File: src/rtl/rv32i_pkg.sv
// Shared RV32I load/store types, funct3 codes and access-size helpers.
// Used by lsu_bus_bridge and lsu_load_align.
package rv32i_pkg;

  typedef enum logic [1:0] {
    S_IDLE,
    S_REQ,
    S_WAIT_RSP,
    S_DONE
  } lsu_state_e;

  localparam logic [2:0] F3_B  = 3'b000;
  localparam logic [2:0] F3_H  = 3'b001;
  localparam logic [2:0] F3_W  = 3'b010;
  localparam logic [2:0] F3_BU = 3'b100;
  localparam logic [2:0] F3_HU = 3'b101;

  localparam logic [6:0] OPC_LOAD  = 7'b0000011;
  localparam logic [6:0] OPC_STORE = 7'b0100011;

  // funct3[1:0]: 00 byte, 01 half, anything else is a full word
  function automatic logic is_byte(input logic [2:0] f3);
    return f3[1:0] == 2'b00;
  endfunction

  function automatic logic is_half(input logic [2:0] f3);
    return f3[1:0] == 2'b01;
  endfunction

  function automatic logic [3:0] lane_be(
    input logic [2:0] f3,
    input logic [1:0] off
  );
    logic [3:0] be;
    be = 4'b1111;
    unique case (1'b1)
      is_byte(f3): be = 4'(4'b0001 << off);
      is_half(f3): be = off[1] ? 4'b1100 : 4'b0011;
      default:     be = 4'b1111;
    endcase
    return be;
  endfunction

  function automatic logic [31:0] lane_data(
    input logic [2:0]  f3,
    input logic [31:0] d
  );
    logic [31:0] r;
    r = d;
    unique case (1'b1)
      is_byte(f3): r = {4{d[7:0]}};
      is_half(f3): r = {2{d[15:0]}};
      default:     r = d;
    endcase
    return r;
  endfunction

  function automatic logic misaligned(
    input logic [2:0] f3,
    input logic [1:0] off
  );
    logic m;
    m = 1'b0;
    unique case (1'b1)
      is_byte(f3): m = 1'b0;
      is_half(f3): m = off[0];
      default:     m = off != 2'b00;
    endcase
    return m;
  endfunction

endpackage

File: src/rtl/lsu_load_align.sv
// Extracts the addressed byte/half/word from a bus read word and
// sign- or zero-extends it for write-back.
module lsu_load_align
  import rv32i_pkg::*;
(
  input  logic [31:0] rdata,
  input  logic [1:0]  off,
  input  logic [2:0]  funct3,
  output logic [31:0] data
);

  logic [7:0]  b;
  logic [15:0] h;

  assign b = 8'(rdata >> {off, 3'b000});
  assign h = 16'(rdata >> {off[1], 4'b0000});

  always_comb begin
    data = rdata;
    unique case (funct3)
      F3_B:    data = {{24{b[7]}}, b};
      F3_BU:   data = {24'h0, b};
      F3_H:    data = {{16{h[15]}}, h};
      F3_HU:   data = {16'h0, h};
      default: data = rdata;
    endcase
  end

endmodule

File: src/rtl/lsu_bus_bridge.sv
// Load/store bridge between the RV32I core and a req/gnt/rvalid bus.
// Optional misalign trap: define LSU_MISALIGN_TRAP_EN.
module lsu_bus_bridge
  import rv32i_pkg::*;
#(
  parameter int TIMEOUT_CYCLES = 64,
  parameter int CNT_W          = 7
) (
  input  logic        clk,
  input  logic        reset,
  input  logic        core_load,
  input  logic        core_store,
  input  logic [2:0]  core_funct3,
  input  logic [31:0] core_addr,
  input  logic [31:0] core_wdata,
  output logic [31:0] core_rdata,
  output logic        ld_done,
  output logic        stall,
  output logic        bus_err,
  output logic        bus_req,
  output logic        bus_we,
  output logic [31:0] bus_addr,
  output logic [3:0]  bus_be,
  output logic [31:0] bus_wdata,
  input  logic        bus_gnt,
  input  logic        bus_rvalid,
  input  logic [31:0] bus_rdata
);

  lsu_state_e       state, state_n;
  logic [CNT_W-1:0] cnt;
  logic [29:0]      addr_q;
  logic [1:0]       off_q;
  logic [2:0]       f3_q;
  logic             we_q;
  logic             err_q;
  logic [3:0]       be_q;
  logic [31:0]      wdata_q;
  logic [31:0]      rdata_q;
  logic [31:0]      ld_data;
  logic             go;
  logic             tmo;
  logic             mis;
  logic             busy;

  assign go   = core_load | core_store;
  assign tmo  = cnt == CNT_W'(TIMEOUT_CYCLES - 1);
  assign busy = (state == S_REQ) | (state == S_WAIT_RSP);

`ifdef LSU_MISALIGN_TRAP_EN
  assign mis = misaligned(core_funct3, core_addr[1:0]);
`else
  assign mis = 1'b0;
`endif

  lsu_load_align u_align (
    .rdata  (bus_rdata),
    .off    (off_q),
    .funct3 (f3_q),
    .data   (ld_data)
  );

  always_comb begin
    state_n = state;
    unique case (state)
      S_IDLE:
        if (go) state_n = mis ? S_DONE : S_REQ;
      S_REQ:
        if (tmo)          state_n = S_DONE;
        else if (bus_gnt) state_n = we_q ? S_DONE : S_WAIT_RSP;
      S_WAIT_RSP:
        if (bus_rvalid | tmo) state_n = S_DONE;
      S_DONE:
        state_n = S_IDLE;
      default:
        state_n = S_IDLE;
    endcase
  end

  always_ff @(posedge clk or posedge reset) begin
    if (reset) begin
      state   <= S_IDLE;
      cnt     <= '0;
      addr_q  <= '0;
      off_q   <= '0;
      f3_q    <= '0;
      we_q    <= 1'b0;
      err_q   <= 1'b0;
      be_q    <= '0;
      wdata_q <= '0;
      rdata_q <= '0;
    end else begin
      state <= state_n;
      if (state == S_IDLE && go) begin
        addr_q  <= core_addr[31:2];
        off_q   <= core_addr[1:0];
        f3_q    <= core_funct3;
        we_q    <= ~core_load;
        be_q    <= lane_be(core_funct3, core_addr[1:0]);
        wdata_q <= lane_data(core_funct3, core_wdata);
        cnt     <= '0;
        rdata_q <= '0;
        err_q   <= mis;
      end
      if (busy) cnt <= cnt + CNT_W'(1);
      // Completion in the final counted cycle beats the timeout
      if (state == S_WAIT_RSP && bus_rvalid) rdata_q <= ld_data;
      else if (busy && tmo)                  err_q   <= 1'b1;
    end
  end

  assign bus_req    = (state == S_REQ) & ~tmo;
  assign bus_we     = we_q;
  assign bus_addr   = {addr_q, 2'b00};
  assign bus_be     = be_q;
  assign bus_wdata  = wdata_q;
  assign ld_done    = state == S_DONE;
  assign bus_err    = ld_done & err_q;
  assign core_rdata = rdata_q;
  assign stall      = ((state == S_IDLE) & go) | busy;

endmodule

File: config.mk
export PLATFORM = sky130hd
export DESIGN_NAME = lsu_bus_bridge
export DESIGN_NICKNAME = d
export VERILOG_FILES = /design/src/rtl/rv32i_pkg.sv /design/src/rtl/lsu_load_align.sv /design/src/rtl/lsu_bus_bridge.sv
export SDC_FILE = /design/constraint.sdc
export NUM_CORES = 1
export LEC_CHECK = 0
export CAP_MARGIN = 20
export CORE_ASPECT_RATIO = 1.5
export CORE_MARGIN = 2
export CORE_UTILIZATION = 45
export DETAILED_ROUTE_END_ITERATION = 10
export DONT_BUFFER_PORTS = 1
export SKIP_LAST_GASP = 1
export SYNTH_ARGS = -nofsm -noshare
export SYNTH_HDL_FRONTEND = slang
export SYNTH_SLANG_ARGS = --single-unit
File: constraint.sdc
create_clock -name clk -period 6.6 [get_ports clk]
set_input_delay 0.33 -clock clk [delete_from_list [all_inputs] [get_ports clk]]
set_output_delay 0.33 -clock clk [all_outputs]
set_load 0.005 [all_outputs]
Word level (Yosys, flattened, before mapping):

Cells that the tools add are included.

* register bits: 114
* input bits: 105
* output and inout port bits: 105
* word-level logic and storage cells: 60

* add/subtract/negate cells: 1
* eq/ne operators: 11
* shift-type cells: 3
* mux-type cells: 17
* bitwise logic cells: 9
* reduce and logical (&&, ||, !) cells: 9

Operators with widths (count)
* $pmux 32 s4: 1
* $mux 32: 2
* $pmux 32 s2: 1
* $shr 32x5->16: 1
* $shr 32x5->8: 1
* $mux 7: 2
* $mux 2: 4
* $pmux 2 s4: 1
* $pmux 4 s2: 1
* $add 7x1->7 const B: 1
* $eq 7x6->1 const B: 1
* $eq 3x3->1 const B: 2
* $eq 2x1->1 const B: 2
* $eq 2x2->1 const B: 2
* $logic_not 2->1: 2
* $mux 1: 4
* $mux 4: 1
* $ne 2x2->1 const B: 2
* $or 1x1->1: 4
* $reduce_bool 2->1: 2
* $shl 1x2->4 const A: 1
* $and 1x1->1: 3
* $eq 3x1->1 const B: 1
* $logic_and 1x1->1: 3
* other kinds (4): 5

Depth between registers and ports, before layout:

* depth after elaboration: 5
* depth in mapped cells: 7
* mapped depth without buffers: 6

Modules after synthesis:

Synthesis repeated with hierarchy kept, for this count alone.

* cell total of the unflattened synthesis: 555
* area, all modules: 5490.3 um^2

By module, submodules not included
* lsu_bus_bridge: instances 1, cells an instance 446, area each 4862.2 um^2, sequential area each 2852.7 um^2
* lsu_load_align: instances 1, cells an instance 109, area each 628.1 um^2, sequential area each 0.0 um^2

Least setup slack after synthesis:

Ideal clock, no wire load.

* path type: register -> register
* start point: register state[0]
* end point: register f3_q[0]
* library setup time: 0.083 ns
* arrival: 1.520 ns
* required time: 6.517 ns
* slack: 4.997 ns
* cell stages (with the launch flop): 8
* buffers on the path: 2
* period minus slack after synthesis: 1.603 ns
* path through: dfrtp_1 > inv_1 > ha_1 > o21ai_0 > clkbuf_1 > clkbuf_1 > nand2_1 > o21ai_0

* longest elaborated chain between the ends: 2

RTL lines
* from (decl): line lsu_bus_bridge.sv:30 `lsu_state_e state, state_n;`
* from (signal assigned): line lsu_bus_bridge.sv:93 `state <= state_n;`
* $logic_not 2->1: line lsu_bus_bridge.sv:94 `if (state == S_IDLE && go) begin`
* $logic_and 1x1->1: line lsu_bus_bridge.sv:94
* to (signal assigned): line lsu_bus_bridge.sv:97 `f3_q <= core_funct3;`
* to (decl): line lsu_bus_bridge.sv:34 `logic [2:0] f3_q;`

No other way between the ends.
A chain may end at the register's enable or synchronous reset.

Worst setup path in the final report:

* start point: register state[0]
* end point: output port stall

* longest elaborated chain between the ends: 3
* elaborated cells between the ends (all ways): 6
* classes of those cells: eq/ne (2); bitwise (3); reduce/logical (1)

RTL lines
* $eq 2x1->1, or another cell as far along: line lsu_bus_bridge.sv:48 `assign busy = (state == S_REQ) | (state == S_WAIT_RSP);`
* $or 1x1->1 / $and 1x1->1 (equally long branches): line lsu_bus_bridge.sv:48, lsu_bus_bridge.sv:120
* $or 1x1->1 (*): line lsu_bus_bridge.sv:120 `assign stall = ((state == S_IDLE) & go) | busy;`
* to (decl): line lsu_bus_bridge.sv:18 `output logic stall,`

Every way passes the cells marked *; elsewhere a longest branch is shown, timed or not.

==> impl_metrics.json <==
{
  "status": "finished, final reports clean",
  "die_height_um": 138,
  "p_leak_nw": 2.88,
  "postLayoutCellArea_um2": 6090,
  "start_util": 0.457,
  "fin_cells": 744,
  "switchingPower_w": 0.00119,
  "setup_viol": 0,
  "layout_commonest_cell": "nand2_1",
  "cts_sinks": 114,
  "power.share.clock": 0.296,
  "fp.dieW_um": 93.5,
  "placement.io_buffers": 0,
  "drtAntennaViolNets": 0,
  "grt_pass1_wl_mm": 22.3,
  "wl_per_cell_um": 19.1,
  "synth_ff_type": "dfrtp_1",
  "tritoncts": "built",
  "antenna_found_initial": 0,
  "grt_pass1_vias": 4313,
  "slew_headroom": 0.279,
  "synth_top_area_cell": "dfrtp_1",
  "hpwl_mm": 10.3,
  "cts.reportedPaths.clkPinSlew_ps": 50,
  "p_int_w": 0.00195,
  "nets": 689,
  "synth_cells": 592,
  "area.sequential_um2": 2850,
  "ys_types": 42,
  "vias_per_cell": 5.61,
  "layout_min_cycle_time_ps": 2710,
  "total_power_w": 0.00314,
  "antenna_cells": 0,
  "r2r_slack_ps": 4260,
  "synth-seq-cells": 114,
  "routed_wl_mm": 14.2,
  "rsz0062_at_grt": "no",
  "multi_input_area_um2": 2350,
  "h-tree-depth": 4,
  "power_frac_comb": 0.296,
  "max_freq_mhz": 368,
  "pin_count": 210,
  "drv_slew": 0,
  "hp-class": "input pin to flip-flop",
  "p_seq_frac": 0.408,
  "ys_top_cells_by_area": "dfrtp_1, nand2_1, o21ai_0",
  "nFillCells": 1085,
  "final_cell_mix": "nand2_1, dfrtp_1, o21ai_0, a21oi_1",
  "setup.worst_path.start_class": "flip-flop",
  "power_density_nw_per_um2": 516,
  "period_share": 0.411,
  "num_rows": 49,
  "synth_top_area_frac": 0.528,
  "drive_gt1_frac": 0.0998,
  "core_region_area_um2": 11800,
  "grt_start_max_net_pins": 80,
  "root_buffer": "clkbuf_16",
  "hold_violations": 0,
  "synthArstFlopShare": 1.00,
  "clock_latency_ps": 410,
  "critical_path.max_fanout": 48,
  "arrival_ps": 2380,
  "synth-seq-area-share": 0.528,
  "synth_edf_count": 0,
  "grt.overflow.total": 0,
  "path_class": "flip-flop to output pin",
  "syn_avg_cell_area_um2": 9.13,
  "vias": 4177,
  "drt_pass1_iterations": 4,
  "clk_path_buf_depth": 2,
  "switching_share": 0.378,
  "cts_resized": 0,
  "cts_buffers": 17,
  "ys.warnings.count": 0,
  "place_area_um2": 5480,
  "routabilityCongestion": 0.862,
  "vdd_drop_max_v": 0.000206,
  "dp.cells": 712,
  "worstMarginPinSlew_ps": 1080,
  "cp-end-kind": "output pin",
  "drc_errors": 0,
  "fin_skew_ps": 8.17,
  "maxCapViolations": 0,
  "required_ps": 6270,
  "syn_to_final_growth_pct": 12.7,
  "setup_tns_ps": 0,
  "grt_usage": 0.224,
  "synthesis.area_um2": 5400,
  "drt_iter0_markers": 210,
  "dieArea_um2": 12900
}
## registers in the layout, indices dropped and copies added (netlist names), 2 cells and up
signal      count
cnt             7
f3_q            3
off_q           2
bus_be          4
state           2
bus_wdata      32
addr_q         30
core_rdata     32
## layer usage
layer	vias up	track usage	wire [um]
met3	35	0.0899	1390
met1	1990	0.233	4970
met5	-	0	0
met4	0	0.104	472
met2	185	0.388	7350
li1	1967	-	-
## per-stage QoR
| stage | worst slack (ps) | hold WS [ps] | util |
|---|---|---|---|
| floorplan | 3250 | 435 | - |
| detailed placement | 4250 | 260 | 0.463 |
| global placement | 4300 | 257 | 0.463 |
| CTS | 3810 | 4.56 | 0.515 |
| finish | 3890 | 21.6 | 0.515 |
| global route | 3640 | 11.4 | 0.515 |
## cell families after synthesis
kind of cell / after synthesis / synth area share
compound gates: 145 / 0.164
fa+ha+maj: 5 / 0.0116
buf+inv: 52 / 0.0410
flops: 114 / 0.528
mux: 31 / 0.0692
other cells: 1 / 0.000694
simple gates: 244 / 0.185
## cells in the mapped netlist (all sizes together), types with 8 or more instances
master / count
a32o: 8
o22ai: 9
buf: 12
dfrtp: 114
nand2: 186
o21ai: 74
clkbuf: 26
inv: 14
mux2i: 25
nand2b: 14
nor2: 27
a21oi: 32
## worst max-delay path: stages (launching register included)
cell     delay (ps)
dfrtp_1         430
inv_1           120
ha_1            280
o21a_2          770
nor2_1          240
inv_1           140
## worst paths after layout
path | cells after the start | start | endpoint
worst max-delay path | 5 | state[0] | stall
worst min register to register | 1 | err_q | err_q
worst max register to register | 4 | off_q[1] | core_rdata[29]
min in group asynchronous | 2 | reset | addr_q[1]
max in group asynchronous | 3 | reset | addr_q[11]
worst min-delay path | 2 | core_addr[26] | addr_q[24]
## cell type report
| class | instances | share of cell area |
|---|---|---|
| clock buffer | 21 | 0.0773 |
| clock inverter | 10 | 0.0218 |
| tap | 153 | 0.0314 |
| multi-input combinational | 427 | 0.385 |
| sequential | 114 | 0.468 |
| timing repair buffer | 5 | 0.00657 |
| inverter | 14 | 0.00904 |
## power by group through the flow
stage	combinational (W)	clock, W	sequential (W)
floorplan	0.000789	0	0.00118
global placement	0.000908	0	0.00129
detailed placement	0.000946	0	0.00129
CTS	0.000943	0.000949	0.00129
global route	0.00107	0.000984	0.00132
finish	0.000931	0.000929	0.00128
## what timing repair did
item,4_1_cts,5_1_grt
hold buffers,1,0
endpoints found under the hold margin,38,0
buffers inserted,0,0
endpoints found under the setup margin,0,0
No activity file was read; power rests on OpenSTA's default activity.
